==> src/rtl/jtframe_debug_sched.sv <==
// jtframe_debug_sched: round-robin scheduler feeding the debug_view overlay, relatched at vblank start.
// Defining JTFRAME_DEBUG_SCHED_FREEZE_EN adds a freeze input that pauses auto-advance and relatch.
module jtframe_debug_sched #(
    parameter int NSRC = 4,
    parameter int HOLD = 60,
    parameter int IDXW = 3
) (
    input  logic              clk,
    input  logic              rst_n,
    input  logic              lvbl,
    input  logic [8*NSRC-1:0] src_data,
    input  logic [NSRC-1:0]   src_en,
    input  logic              next,
    input  logic              auto_en,
`ifdef JTFRAME_DEBUG_SCHED_FREEZE_EN
    input  logic              freeze,
`endif
    output logic [7:0]        debug_view,
    output logic [IDXW-1:0]   src_sel,
    output logic              src_valid
);
    localparam int NP = 1 << IDXW;

    typedef enum logic [1:0] {IDLE, SEARCH, SHOW, ADVANCE} state_t;

    state_t          state_q, state_d;
    logic [IDXW-1:0] sel_q, sel_d, miss_q, miss_d, sel_inc;
    logic [7:0]      view_q, view_d, cnt_q, cnt_d, cur_dat;
    logic            valid_q, valid_d, lvbl_l_q, next_l_q;
    logic            frz, vb_edge, next_edge, cur_en, expire, advance;
    logic [NP-1:0]   en_x;
    logic [7:0]      dat_a [NP];

`ifdef JTFRAME_DEBUG_SCHED_FREEZE_EN
    assign frz = freeze;
`else
    assign frz = 1'b0;
`endif

    // Pad sources to the full index range so any src_sel value addresses a defined entry
    always_comb begin
        en_x = '0;
        en_x[NSRC-1:0] = src_en;
        dat_a = '{default: '0};
        for (int i = 0; i < NSRC; i++) dat_a[i] = src_data[8*i +: 8];
    end

    assign cur_en    = en_x[sel_q];
    assign cur_dat   = dat_a[sel_q];
    assign vb_edge   = lvbl_l_q & ~lvbl;
    assign next_edge = next & ~next_l_q;
    assign sel_inc   = sel_q == IDXW'(NSRC-1) ? '0 : sel_q + 1'b1;
    assign expire    = auto_en & vb_edge & ~frz & (cnt_q == 8'(HOLD-1));
    assign advance   = next_edge | expire | ~cur_en;

    always_comb begin
        state_d = state_q;
        sel_d   = sel_q;
        miss_d  = miss_q;
        view_d  = view_q;
        cnt_d   = cnt_q;
        valid_d = valid_q;
        case (state_q)
            IDLE: begin
                if (|src_en) begin
                    state_d = SEARCH;
                    miss_d  = '0;
                end
            end
            SEARCH: begin
                if (cur_en) begin
                    state_d = SHOW;
                    view_d  = cur_dat;
                    valid_d = 1'b1;
                    cnt_d   = '0;
                end else begin
                    sel_d  = sel_inc;
                    miss_d = miss_q + 1'b1;
                    if (miss_q == IDXW'(NSRC-1)) begin
                        state_d = IDLE;
                        view_d  = '0;
                    end
                end
            end
            SHOW: begin
                if (vb_edge & ~frz) begin
                    view_d = cur_dat;
                    cnt_d  = cnt_q == 8'(HOLD-1) ? '0 : cnt_q + 8'd1;
                end
                if (advance) begin
                    state_d = ADVANCE;
                    cnt_d   = '0;
                    valid_d = 1'b0;
                end
            end
            default: begin
                state_d = SEARCH;
                sel_d   = sel_inc;
                miss_d  = '0;
            end
        endcase
    end

    always_ff @(posedge clk or negedge rst_n) begin
        if (!rst_n) begin
            state_q  <= IDLE;
            sel_q    <= '0;
            miss_q   <= '0;
            view_q   <= '0;
            cnt_q    <= '0;
            valid_q  <= 1'b0;
            lvbl_l_q <= 1'b0;
            next_l_q <= 1'b0;
        end else begin
            state_q  <= state_d;
            sel_q    <= sel_d;
            miss_q   <= miss_d;
            view_q   <= view_d;
            cnt_q    <= cnt_d;
            valid_q  <= valid_d;
            lvbl_l_q <= lvbl;
            next_l_q <= next;
        end
    end

    assign debug_view = view_q;
    assign src_sel    = sel_q;
    assign src_valid  = valid_q;
endmodule

==> config.mk <==
export PLATFORM = sky130hd
export DESIGN_NAME = jtframe_debug_sched
export DESIGN_NICKNAME = d
export VERILOG_FILES = /design/src/rtl/jtframe_debug_sched.sv
export SDC_FILE = /design/constraint.sdc
export NUM_CORES = 1
export LEC_CHECK = 0
export CAP_MARGIN = 20
export CORE_ASPECT_RATIO = 1.1
export CORE_MARGIN = 4
export CORE_UTILIZATION = 47
export DETAILED_ROUTE_END_ITERATION = 8
export GPL_ROUTABILITY_DRIVEN = 0
export PLACE_DENSITY = 0.9
export RECOVER_POWER = 50
export SLEW_MARGIN = 40
export SYNTH_ARGS = -nofsm -noshare
export SYNTH_HDL_FRONTEND = slang
export SYNTH_SLANG_ARGS = --single-unit
export TNS_END_PERCENT = 20
==> constraint.sdc <==
create_clock -name clk -period 2.43 [get_ports clk]
set_clock_uncertainty 0.15 [all_clocks]
set_input_delay 0.486 -clock clk [delete_from_list [all_inputs] [get_ports clk]]
set_output_delay 0.486 -clock clk [all_outputs]
set_load 0.005 [all_outputs]
---- Word level (Yosys, flattened, before mapping) ----
Cells that the tools add are included.
storage, ports and cells
  word-level logic and storage cells ...... 75
  input port bits ......................... 41
  register bits ........................... 27
  output and inout bits ................... 12
operators by class
  reduce and logical (&&, ||, !) cells .... 10
  $lt $le $gt $ge ......................... 2
  equal/unequal tests ..................... 12
  bitwise operators ....................... 12
  add/subtract/negate cells ............... 3
  mux-type cells .......................... 28
operator list
  kind                   count
  $mux W8                9
  $pmux W8 S2            2
  $bmux W8 S3            1
  $reduce_and A3 Y1      5
  $mux W3                4
  $ne A2 B2 Y1 const B   5
  $pmux W3 S3            1
  $add A8 B1 Y8 const B  1
  $eq A8 B6 Y1 const B   1
  $mux W2                4
  $add A3 B1 Y3 const B  2
  $eq A3 B2 Y1 const B   2
  $ne A3 B3 Y1 const B   2
  $pmux W2 S3            1
  $pmux W3 S2            1
  $not A1 Y1             5
  $and A1 B1 Y1          4
  $ge A4 B4 Y1 const B   1
  $lt A3 B4 Y1 const B   1
  $not A3 Y4             1
  $reduce_or A4 Y1       1
  $bmux W1 S3            1
  $mux W1                3
  $eq A2 B1 Y1 const B   1
  7 further kinds        8

---- Depth between registers and ports, before layout ----
Gate-level depths: netlist of run 1.
  depth in word-level cells ............... 8
  gate-level depth with buffers ........... 8
  gate-level depth less buffers ........... 6

---- Least setup slack after synthesis of run 1 ----
No wires, ideal clock.
  path kind ............................... reg-to-reg
  start ................................... reg sel_q[1], in the netlist src_sel[1]
  end ..................................... reg sel_q[0], in the netlist src_sel[0]
  cell stages (with the launch flop) ...... 7
  slack ................................... 0.540 ns
  arrival ................................. 1.615 ns
  buffers on the path ..................... 1
  period minus slack after synthesis ...... 1.890 ns
  cells stage by stage .................... dfrtp_1 buf_6 mux2i_4 a2bb2oi_4 nor2b_1 nor3_2 mux2_2
on the way
  word-level cells in the longest chain between the ends .. 4
  elaborated cells between the ends (all ways) .. 8
  classes of those cells .................. eq/ne: 2; mux: 5; reduce/logical: 1
RTL lines
  what                                                               RTL line  text
  start: declaration                                                 27        logic [IDXW-1:0] sel_q, sel_d, miss_q, miss_d, sel_inc;
  start signal: assignment                                           116       sel_q <= sel_d;
  $bmux W1 S3 or $eq A3 B2 Y1 (tied branches)                        48, 52
  $mux W1 (not written as such) or $mux W3 (tied branches)           48, 52
  $ne A2 B2 Y1 (no source line) or $mux W3 (tied branches)           -
  $reduce_and A2 Y1 (no source line) or $pmux W3 S2 (tied branches)  -
Several ways; a longest one is shown, not always the timed one. The select of a mux whose other input is x is not followed.
A chain may end at the register's enable or synchronous reset.

---- Worst setup path after layout of run 1 ----
  start ................................... reg sel_q[1], in the netlist src_sel[1]
  end ..................................... out src_sel[1]
RTL lines
  what              RTL line  text
  end: declaration  19        output logic [IDXW-1:0] src_sel,
No word-level cell between the ends.

==> impl_results.md, run 1 <==
- Die X: 66.75 um
- DIE AREA: 4847 um2
- Max-slew violation count: 0
- Post-synthesis instance total: 172
- Synthesized area per cell: 10.37 um2
- Pwr Density: 986.5 nW/um2
- CP peak stage delay: 0.53 ns
- Die extent in y: between 70 and 80 um
- Final WS setup: around 0.27 ns
- Wire per inst: between 15 and 20 um
- Residual DRC: 0
- Failing checks: max-capacitance violations
- Crit. End Element: output port
- R2r worst-path depth: 6
- Final instance area: 2405 um2
- Hold Path Origin: debug_view[0]
- Routed Antenna Nets: 0
- Total I/O pin count: 53
- RR Startpoint: cnt_q[0]
- Final min period: between 2 and 2.5 ns
- Post-CTS sizing: 0
- Cells along the critical path: buf_4, clkdlybuf4s50_1
- Worst Hold Path Cells: 2
- Layout area overhead: 34.78%
- Rows: 23
- DRT iter0 DRCs: 44
- Starting Density: roughly 50%
- Post-CTS Setup Bufs: 0
- Post-synth top cells: 27 x dfrtp_1, 19 x inv_1, 14 x nand2_1, 12 x o21ai_0
- Slowest cell on crit path: clkdlybuf4s50_1
- Ys async rst share: 100.0%
- Gr usage total: 20.38%
- Placed cell areas: around 2400 um2
- Design Power: 2.372 mW
- Sequential area share after synthesis: 37.87%
- Startpoint Class: flop
- IO buf count: 52
- HPWL Detailed: approximately 3.7 mm
- Cell Count, Final, Fillers Out: roughly 280
- Leak Pwr: between 0.9 and 1 nW
- CP max FO: 11
- Vias after detailed routing: 1565
- First-pass GRT wire length: between 7 and 8 mm
- Cell count after placement: between 200 and 300
- Required @ worst endpoint: 1.79 ns
- Number of synthesized flops with an enable pin: 0
- Place WS: around 0.020 ns
- Outcome: finished with violations
- CTS root buffer: clkbuf_8
- Largest net degree at the start of global routing: 28
- TritonRoute pass-1 iters: 4
- Final wirelength: about 4.7 mm
- Netlist cell types: 46
- Mapped cell area: 1784 um2
- Worst Hold Class: reg2reg
- Vias in the first global route: between 1500 and 2000
- Worst Hold Slack: about 0.33 ns
- Max-Cap Viols: 1
- CP Data Arrival Time: ~1.5 ns
- H-tree Lvls: 1
- Tightest Pin Transition: 1.497 ns
- Final Hold Violating Endpoints: 0
- Most common cell in the synthesized netlist: dfrtp_1
- Setup tns final: 0 ns
- Worst slew margin: 0.2076%
- Part of the cycle the worst path needs: 88.72%
- FMAX: 463.8 MHz
- Register-to-register setup slack: 0.36 ns
- Top cells by area, synth: dfrtp_1 38%, mux4_2 8.8%, ha_1 4.9%
- Clock Sinks: 27
- Core area: approximately 3700 um2
- Kind of critical path: reg2out
- Setup violators final: 0
- Grt ovf: 0
- Worst-Skew Late Latency: about 0.28 ns
- Layout Nets: around 270
- Layout Utilization: 65.80%
- Synth Warn #: 0
- Initial antenna violation count: 0
- CTS tree: built
- Drt via density: approximately 5.7
- Worst r2r dst: state_q[1]
- Num CTS Buffers: 3
- Yosys top cell area share: 37.87%
- CTS clk-pin slew, worst paths: 0.10 ns
- Ant diodes: 0
- Post-CTS Hold Buffers: 0
- Leading area contributor after synthesis: dfrtp_1
- FF+latch count, synth: 27
- Hold Path End: debug_view[0]
- Deepest clock path buffer count: 2
- Maximum vdd drop: ~0.36 mV
- Share of cells above drive strength 1: 13.78%
- RSZ-0062 raised after global routing: no
- Synth Net Count: 220
- Most used DFF post-synth: dfrtp_1
## kinds of logic after synthesis
group	after synthesis	share of synthesized area (%)
AND/OR/NAND/NOR	49	16.13
adder cells (fa/ha/maj)	7	4.909
AO/OA/AOI/OAI	48	19.29
buffers and inverters	27	7.222
flip-flops	27	37.87
multiplexers	14	14.59
## state kept, by name, summed over array words and instances, names as in the netlist
signal / flops
debug_view: 8
lvbl_l_q: 1
miss_q: 3
src_sel: 3
src_valid: 1
cnt_q: 8
state_q: 2
next_l_q: 1
## critical path, delay by kind of cell (launching register included)
kind	cells	cell delay, ns
flops	1	0.46
buf+inv	2	0.78
## where the power goes
group | switching (mW) | internal [mW] | leakage, nW | total, mW
logic | 0.732 | 0.722 | 0.586 | 1.45
registers | 0.0809 | 0.569 | 0.353 | 0.650
clock network | 0.152 | 0.117 | 0.0217 | 0.268
total | 0.965 | 1.41 | 0.960 | 2.37
## layer usage
layer | track usage (%) | vias up | share of wire [%]
met5 | 0 | - | 0
met4 | 9.707 | 0 | 2.7
met3 | 4.314 | 15 | 6.3
met2 | 37.11 | 57 | 54
met1 | 22.11 | 749 | 37
li1 | - | 744 | -
## layout by cell type (no fill, tap or decap), types with 3 or more instances in the layout
cell type	instances
nor2_1	6
a211oi_1	3
nand3_1	5
nand2b_1	3
a21oi_1	8
nor2b_1	3
ha_1	7
nand2_1	14
clkdlybuf4s50_1	46
o21ai_1	3
buf_4	3
clkbuf_8	3
mux2_2	3
dfrtp_1	27
o21ai_0	12
mux4_2	7
inv_1	19
nand4_1	4
o31ai_1	8
dlygate4sd3_1	6
## worst max path at each step
| stage | startpoint | to | slack, ns | cells after the start |
|---|---|---|---|---|
| after global routing | rst_n | src_valid | 0.09 | 2 |
| after detailed placement | src_en[3] | cnt_q[7] | 0.02 | 7 |
| after global placement | src_en[3] | cnt_q[7] | 0.07 | 7 |
| after CTS | src_sel[1] | src_sel[1] | 0.26 | 2 |
| after floorplan | src_sel[1] | src_sel[0] | 0.54 | 6 |
| final | src_sel[1] | src_sel[1] | 0.27 | 2 |
## final cells by class
type / count / area [um2]
Clock inverter: 1 / 7.507
Multi-Input combinational cell: 118 / 979.7
Clock buffer: 3 / 41.29
Fill cell: 291 / 1250
Sequential cell: 27 / 675.6
Timing Repair Buffer: 57 / 566.8
Tap cell: 50 / 62.56
Inverter: 19 / 71.32
Power figures use the tool's default switching activity.
==> run 2: changes to the inputs <==
- CORE_ASPECT_RATIO: 1.1 -> 2
- CORE_MARGIN: 4 -> 2
- SKIP_CTS_REPAIR_TIMING: not set -> 1
==> impl_results.md, run 2 (synthesis results as in run 1) <==
- Outcome: finished, final reports clean (was finished with violations)
- Die extent in y: 91.14 um (was 72.62 um)
- Required @ worst endpoint: 2.45 ns (was 1.79 ns)
- Deepest clock path buffer count: 2 (unchanged)
- Grt ovf: 0 (unchanged)
- Vias after detailed routing: 1577 (was 1565)
- CTS root buffer: clkbuf_8 (unchanged)
- Met2 Use GR: 39.86% (was 37.11%)
- Worst slew margin: 53.92% (was 0.2076%)
- Worst Hold Slack: 0.3291 ns (was 0.3297 ns)
- IO buf count: 52 (unchanged)
- Clock Sinks: 27 (unchanged)
- TritonRoute pass-1 iters: 4 (unchanged)
- GRT met1 Usage: 21.99% (was 22.11%)
- Startpoint Class: primary input (was flop)
- Largest net degree at the start of global routing: 28 (unchanged)
- HPWL Detailed: 3.616 mm (was 3.744 mm)
- Layout Nets: 276 (was 274)
- Tightest Pin Transition: 0.6912 ns (was 1.497 ns)
- FMAX: 458.4 MHz (was 463.8 MHz)
- Initial antenna violation count: 0 (unchanged)
- Num CTS Buffers: 3 (unchanged)
- Worst Hold Class: reg2reg (unchanged)
- Maximum vdd drop: 0.5652 mV (was 0.3559 mV)
- Total I/O pin count: 53 (unchanged)
- Place WS: -0.04000 ns (was 0.01954 ns)
- Drt via density: 5.714 (was 5.691)
- Residual DRC: 0 (unchanged)
- CTS tree: built (unchanged)
- Ant diodes: 0 (unchanged)
- Grt met3 use: 3.976% (was 4.314%)
- Pwr Density: 967.2 nW/um2 (was 986.5 nW/um2)
- Commonest non-fill, non-tap cell in the layout: clkdlybuf4s50_1 (unchanged)
- Die X: 47.57 um (was 66.75 um)
- Layout area overhead: 34.78% (unchanged)
- Core area: 3646 um2 (was 3655 um2)
- Most frequent cells in the layout: 45 x clkdlybuf4s50_1, 27 x dfrtp_1, 19 x inv_1 (was 46 x clkdlybuf4s50_1, 27 x dfrtp_1, 19 x inv_1)
- H-tree Lvls: 1 (unchanged)
- Rows: 31 (was 23)
- Design Power: 2.326 mW (was 2.372 mW)
- Part of the cycle the worst path needs: 89.77% (was 88.72%)
- Final min period: 2.181 ns (was 2.156 ns)
- DIE AREA: 4335 um2 (was 4847 um2)
- First-pass GRT wire length: 7.017 mm (was 7.438 mm)
- Final wirelength: 4.472 mm (was 4.685 mm)
- Setup violators final: 0 (unchanged)
- CP max FO: 16 (was 11)
- RSZ-0062 raised after global routing: no (unchanged)
- Wire per inst: 16.20 um (was 17.04 um)
- CTS clk-pin slew, worst paths: 0.10 ns (about the same)
- Final WS setup: 0.2486 ns (was 0.2741 ns)
- Max-slew violation count: 0 (unchanged)
- Max-Cap Viols: 0 (was 1)
- Routed Antenna Nets: 0 (unchanged)
- Setup tns final: 0 ns (unchanged)
- CP Data Arrival Time: 2.20 ns (was 1.52 ns)
- Worst-Skew Late Latency: 0.28 ns (about the same)
- Top Usage Layer GRT: met2 (unchanged)
- Crit. End Element: flop (was output port)
- DRT iter0 DRCs: 48 (was 44)
- Final Hold Violating Endpoints: 0 (unchanged)
- Leak Pwr: 0.9743 nW (was 0.9598 nW)
- Gr usage total: 21.96% (was 20.38%)
- Vias in the first global route: 1665 (was 1601)
- Starting Density: 48.94% (was 48.82%)
- Share of cells above drive strength 1: 14.98% (was 13.78%)
- Kind of critical path: in2reg (was reg2out)
## run 2: changes by cell type in the layout (fill, tap and decap cells not counted), sizes merged
cell	before	now
clkinv	0	1
buf	4	6
dlygate4sd3	6	7
clkdlybuf4s50	46	45
clkinvlp	1	0
## run 2: metrics by stage
| stage | std cells | cell area [um2] | utilization (%) |
|---|---|---|---|
| after global routing | 276 | 2405 | 65.96 |
| final | 276 | 2405 | 65.96 |
| after global placement | 272 | 2361 | 64.76 |
| after detailed placement | 272 | 2361 | 64.76 |
| after floorplan | 172 | 1784 | - |
| after CTS | 276 | 2407 | 66.03 |
## run 2: where the power goes
group,internal [mW],switching [mW]
Clock,0.115,0.145
Sequential,0.568,0.0997
Combinational,0.712,0.686
Total,1.40,0.930
## run 2: cell type report
type,instances,area [um2]
well taps,49,61.31
flip-flops and latches,27,675.6
inverters,19,71.32
multi-input cells,118,979.7
repair buffers,59,570.5
clock inverters,1,5.005
clock buffers,3,41.29
fillers,294,1241
## run 2: metal layers
| layer | share of wire, % | wire length, um |
|---|---|---|
| met5 | 0 | 0 |
| met3 | 7.6 | 341 |
| met2 | 55 | 2450 |
| met1 | 35 | 1550 |
| met4 | 2.9 | 129 |
## run 2: path summary, 6_finish.rpt
kind / startpoint / endpoint / slack, ns / cells past startpoint
setup / recovery: src_en[1] / debug_view[3] / 0.25 / 6
hold / removal: debug_view[5] / debug_view[5] / 0.33 / 2
setup reg to reg: src_sel[0] / debug_view[3] / 0.36 / 5
hold reg to reg: debug_view[5] / debug_view[5] / 0.33 / 2
max in group asynchronous: rst_n / debug_view[1] / 1.06 / 2
min in group asynchronous: rst_n / debug_view[0] / 0.62 / 2
## run 2: critical path, cell delays in order
cell and delay, ns:
clkdlybuf4s50_1 0.55, mux2i_4 0.11, a2bb2oi_4 0.19, buf_4 0.16
a31o_2 0.36, o31ai_1 0.34
==> run 3: changes to the inputs <==
- clock period: 2.43 -> 2.1 ns (I/O delays scaled with it)
==> impl_results.md, run 3 (synthesis results as in run 1) <==
- CP Data Arrival Time: 2.08 ns (was 2.20 ns)
- TritonRoute pass-1 iters: 4 (unchanged)
- Setup violators final: 0 (unchanged)
- Worst Hold Slack: 0.3343 ns (was 0.3291 ns)
- Maximum vdd drop: 1.027 mV (was 0.5652 mV)
- Worst slew margin: 53.32% (was 53.92%)
- Outcome: finished, final reports clean (unchanged)
- Share of cells above drive strength 1: 19.92% (was 14.98%)
- Leak Pwr: 1.034 nW (was 0.9743 nW)
- CP max FO: 5 (was 16)
- Gr usage total: 24.66% (was 21.96%)
- Core area: 3646 um2 (unchanged)
- Final min period: 2.066 ns
- Wire per inst: 17.81 um (was 16.20 um)
- Layout area overhead: 41.16% (was 34.78%)
- Max-Cap Viols: 0 (unchanged)
- Pwr Density: 1196 nW/um2 (was 967.2 nW/um2)
- Fillers: 284 (was 294)
- Internal power: 1.821 mW (was 1.396 mW)
- Residual DRC: 0 (unchanged)
- CTS clk-pin slew, worst paths: 0.09 ns (was 0.10 ns)
- DIE AREA: 4335 um2 (unchanged)
- First-pass GRT wire length: 7.962 mm (was 7.017 mm)
- Required @ worst endpoint: 2.11 ns (was 2.45 ns)
- NetSw: 1.190 mW (was 930.1 uW)
- Die X: 47.57 um (unchanged)
- Deepest clock path buffer count: 2 (unchanged)
- Final Hold Violating Endpoints: 0 (unchanged)
- Vias after detailed routing: 1658 (was 1577)
- Routed Antenna Nets: 0 (unchanged)
- FF/Latch Area: 678.2 um2 (was 675.6 um2)
- DRT iter0 DRCs: 45 (was 48)
- Comb pwr share: 64.5% (was 60.1%)
- RR Startpoint: src_sel[1] (was src_sel[0])
- Crit. End Element: flop (unchanged)
- Crit path from: src_en[0] (was src_en[1])
- Kind of critical path: in2reg (unchanged)
- Tightest Pin Transition: 0.7002 ns (was 0.6912 ns)
- Total I/O pin count: 53 (unchanged)
- Die extent in y: 91.14 um (unchanged)
- Hold Path Origin: debug_view[0] (was debug_view[5])
- Rows: 31 (unchanged)
- H-tree Lvls: 1 (unchanged)
- Clock Sinks: 27 (unchanged)
- Worst-Skew Late Latency: 0.27 ns (was 0.28 ns)
- Part of the cycle the worst path needs: 98.40%
- RSZ-0062 raised after global routing: yes (was no)
- FMAX: 483.9 MHz
- Layout Nets: 285 (was 276)
- Most frequent cells in the layout: 47 x clkdlybuf4s50_1, 25 x dfrtp_1, 19 x inv_1 (was 45 x clkdlybuf4s50_1, 27 x dfrtp_1, 19 x inv_1)
- Startpoint Class: primary input (unchanged)
- CTS root buffer: clkbuf_8 (unchanged)
- Grt ovf: 0 (unchanged)
- CTS tree: built (unchanged)
- Clock share of power: 9.8% (was 11.2%)
- Cell Count, Final, Fillers Out: 285 (was 276)
- Largest net degree at the start of global routing: 28 (unchanged)
- Sw Ratio: 39.52% (was 39.99%)
- Final wirelength: 5.077 mm (was 4.472 mm)
- Area of the multi-input gates: 1012 um2 (was 979.7 um2)
- Num CTS Buffers: 3 (unchanged)
- Starting Density: 48.94% (unchanged)
- Drt via density: 5.818 (was 5.714)
- Sequential share of power: 25.7% (was 28.7%)
- Ant diodes: 0 (unchanged)
- Cell count after placement: 278 (was 272)
- HPWL Detailed: 3.960 mm (was 3.616 mm)
- Vias in the first global route: 1835 (was 1665)
- Initial antenna violation count: 0 (unchanged)
- Worst Hold Class: reg2reg (unchanged)
- IO buf count: 52 (unchanged)
- Max-slew violation count: 0 (unchanged)
- Commonest non-fill, non-tap cell in the layout: clkdlybuf4s50_1 (unchanged)
-- run 3: changes by cell type in the layout (fill, tap and decap cells not counted), moves of 2 or more --
cell	previous run	this run
dfrtp_1	27	25
dlygate4sd3_1	7	5
mux2_4	0	3
dfrtp_2	0	2
mux2_2	3	0
clkdlybuf4s50_1	45	47
buf_4	6	14
-- run 3: path summary, 6_finish.rpt --
kind / slack (ns) / to / cells after the start
min in group asynchronous: 0.57 / debug_view[3] / 2
max in group asynchronous: 0.74 / src_sel[0] / 2
min: 0.33 / debug_view[0] / 2
max: 0.03 / src_sel[1] / 6
min reg2reg: 0.33 / debug_view[0] / 2
max reg2reg: 0.15 / src_sel[1] / 5
-- run 3: worst max-delay path: stages --
cell,delay [ns]
clkdlybuf4s50_1,0.45
mux2_4,0.31
a2bb2oi_4,0.21
nor2b_2,0.10
nor3_4,0.26
mux2_4,0.33
-- run 3: power by group through the flow --
stage	registers [mW]	logic (mW)	clock network, mW
2_1_floorplan	0.761	1.16	0
3_3_place_gp	0.764	1.69	0
3_5_place_dp	0.775	1.76	0
4_1_cts	0.764	1.78	0.301
5_1_grt	0.785	2.11	0.324
6_report	0.775	1.94	0.294
-- run 3: metal layers --
| metal | vias up | wire [um] | global-route usage, % |
|---|---|---|---|
| met5 | - | 0 | 0 |
| met4 | 0 | 182 | 12.16 |
| met3 | 20 | 354 | 3.579 |
| met2 | 79 | 2864 | 45.38 |
| met1 | 797 | 1676 | 23.84 |
| li1 | 762 | - | - |
-- run 3: final cells by class --
type	instances	share of cell area (%)
tap	49	2.434
multi-input combinational	118	40.19
clock buffer	4	1.788
timing repair buffer	68	25.83
inverter	19	2.832
sequential	27	26.92
-- run 3: metrics by stage --
| step | area, um2 | power [mW] | TNS [ns] | util, % | worst slack [ns] |
|---|---|---|---|---|---|
| floorplan | 1784 | 1.922 | 0 | - | 0.2100 |
| CTS | 2464 | 2.847 | -0.03327 | 67.57 | -0.01856 |
| detailed placement | 2419 | 2.539 | -4.717 | 66.33 | -0.2856 |
| global placement | 2419 | 2.452 | -3.110 | 66.33 | -0.2002 |
| global route | 2519 | 3.216 | -0.006894 | 69.08 | -0.006894 |
| finish | 2519 | 3.011 | 0 | 69.08 | 0.03357 |
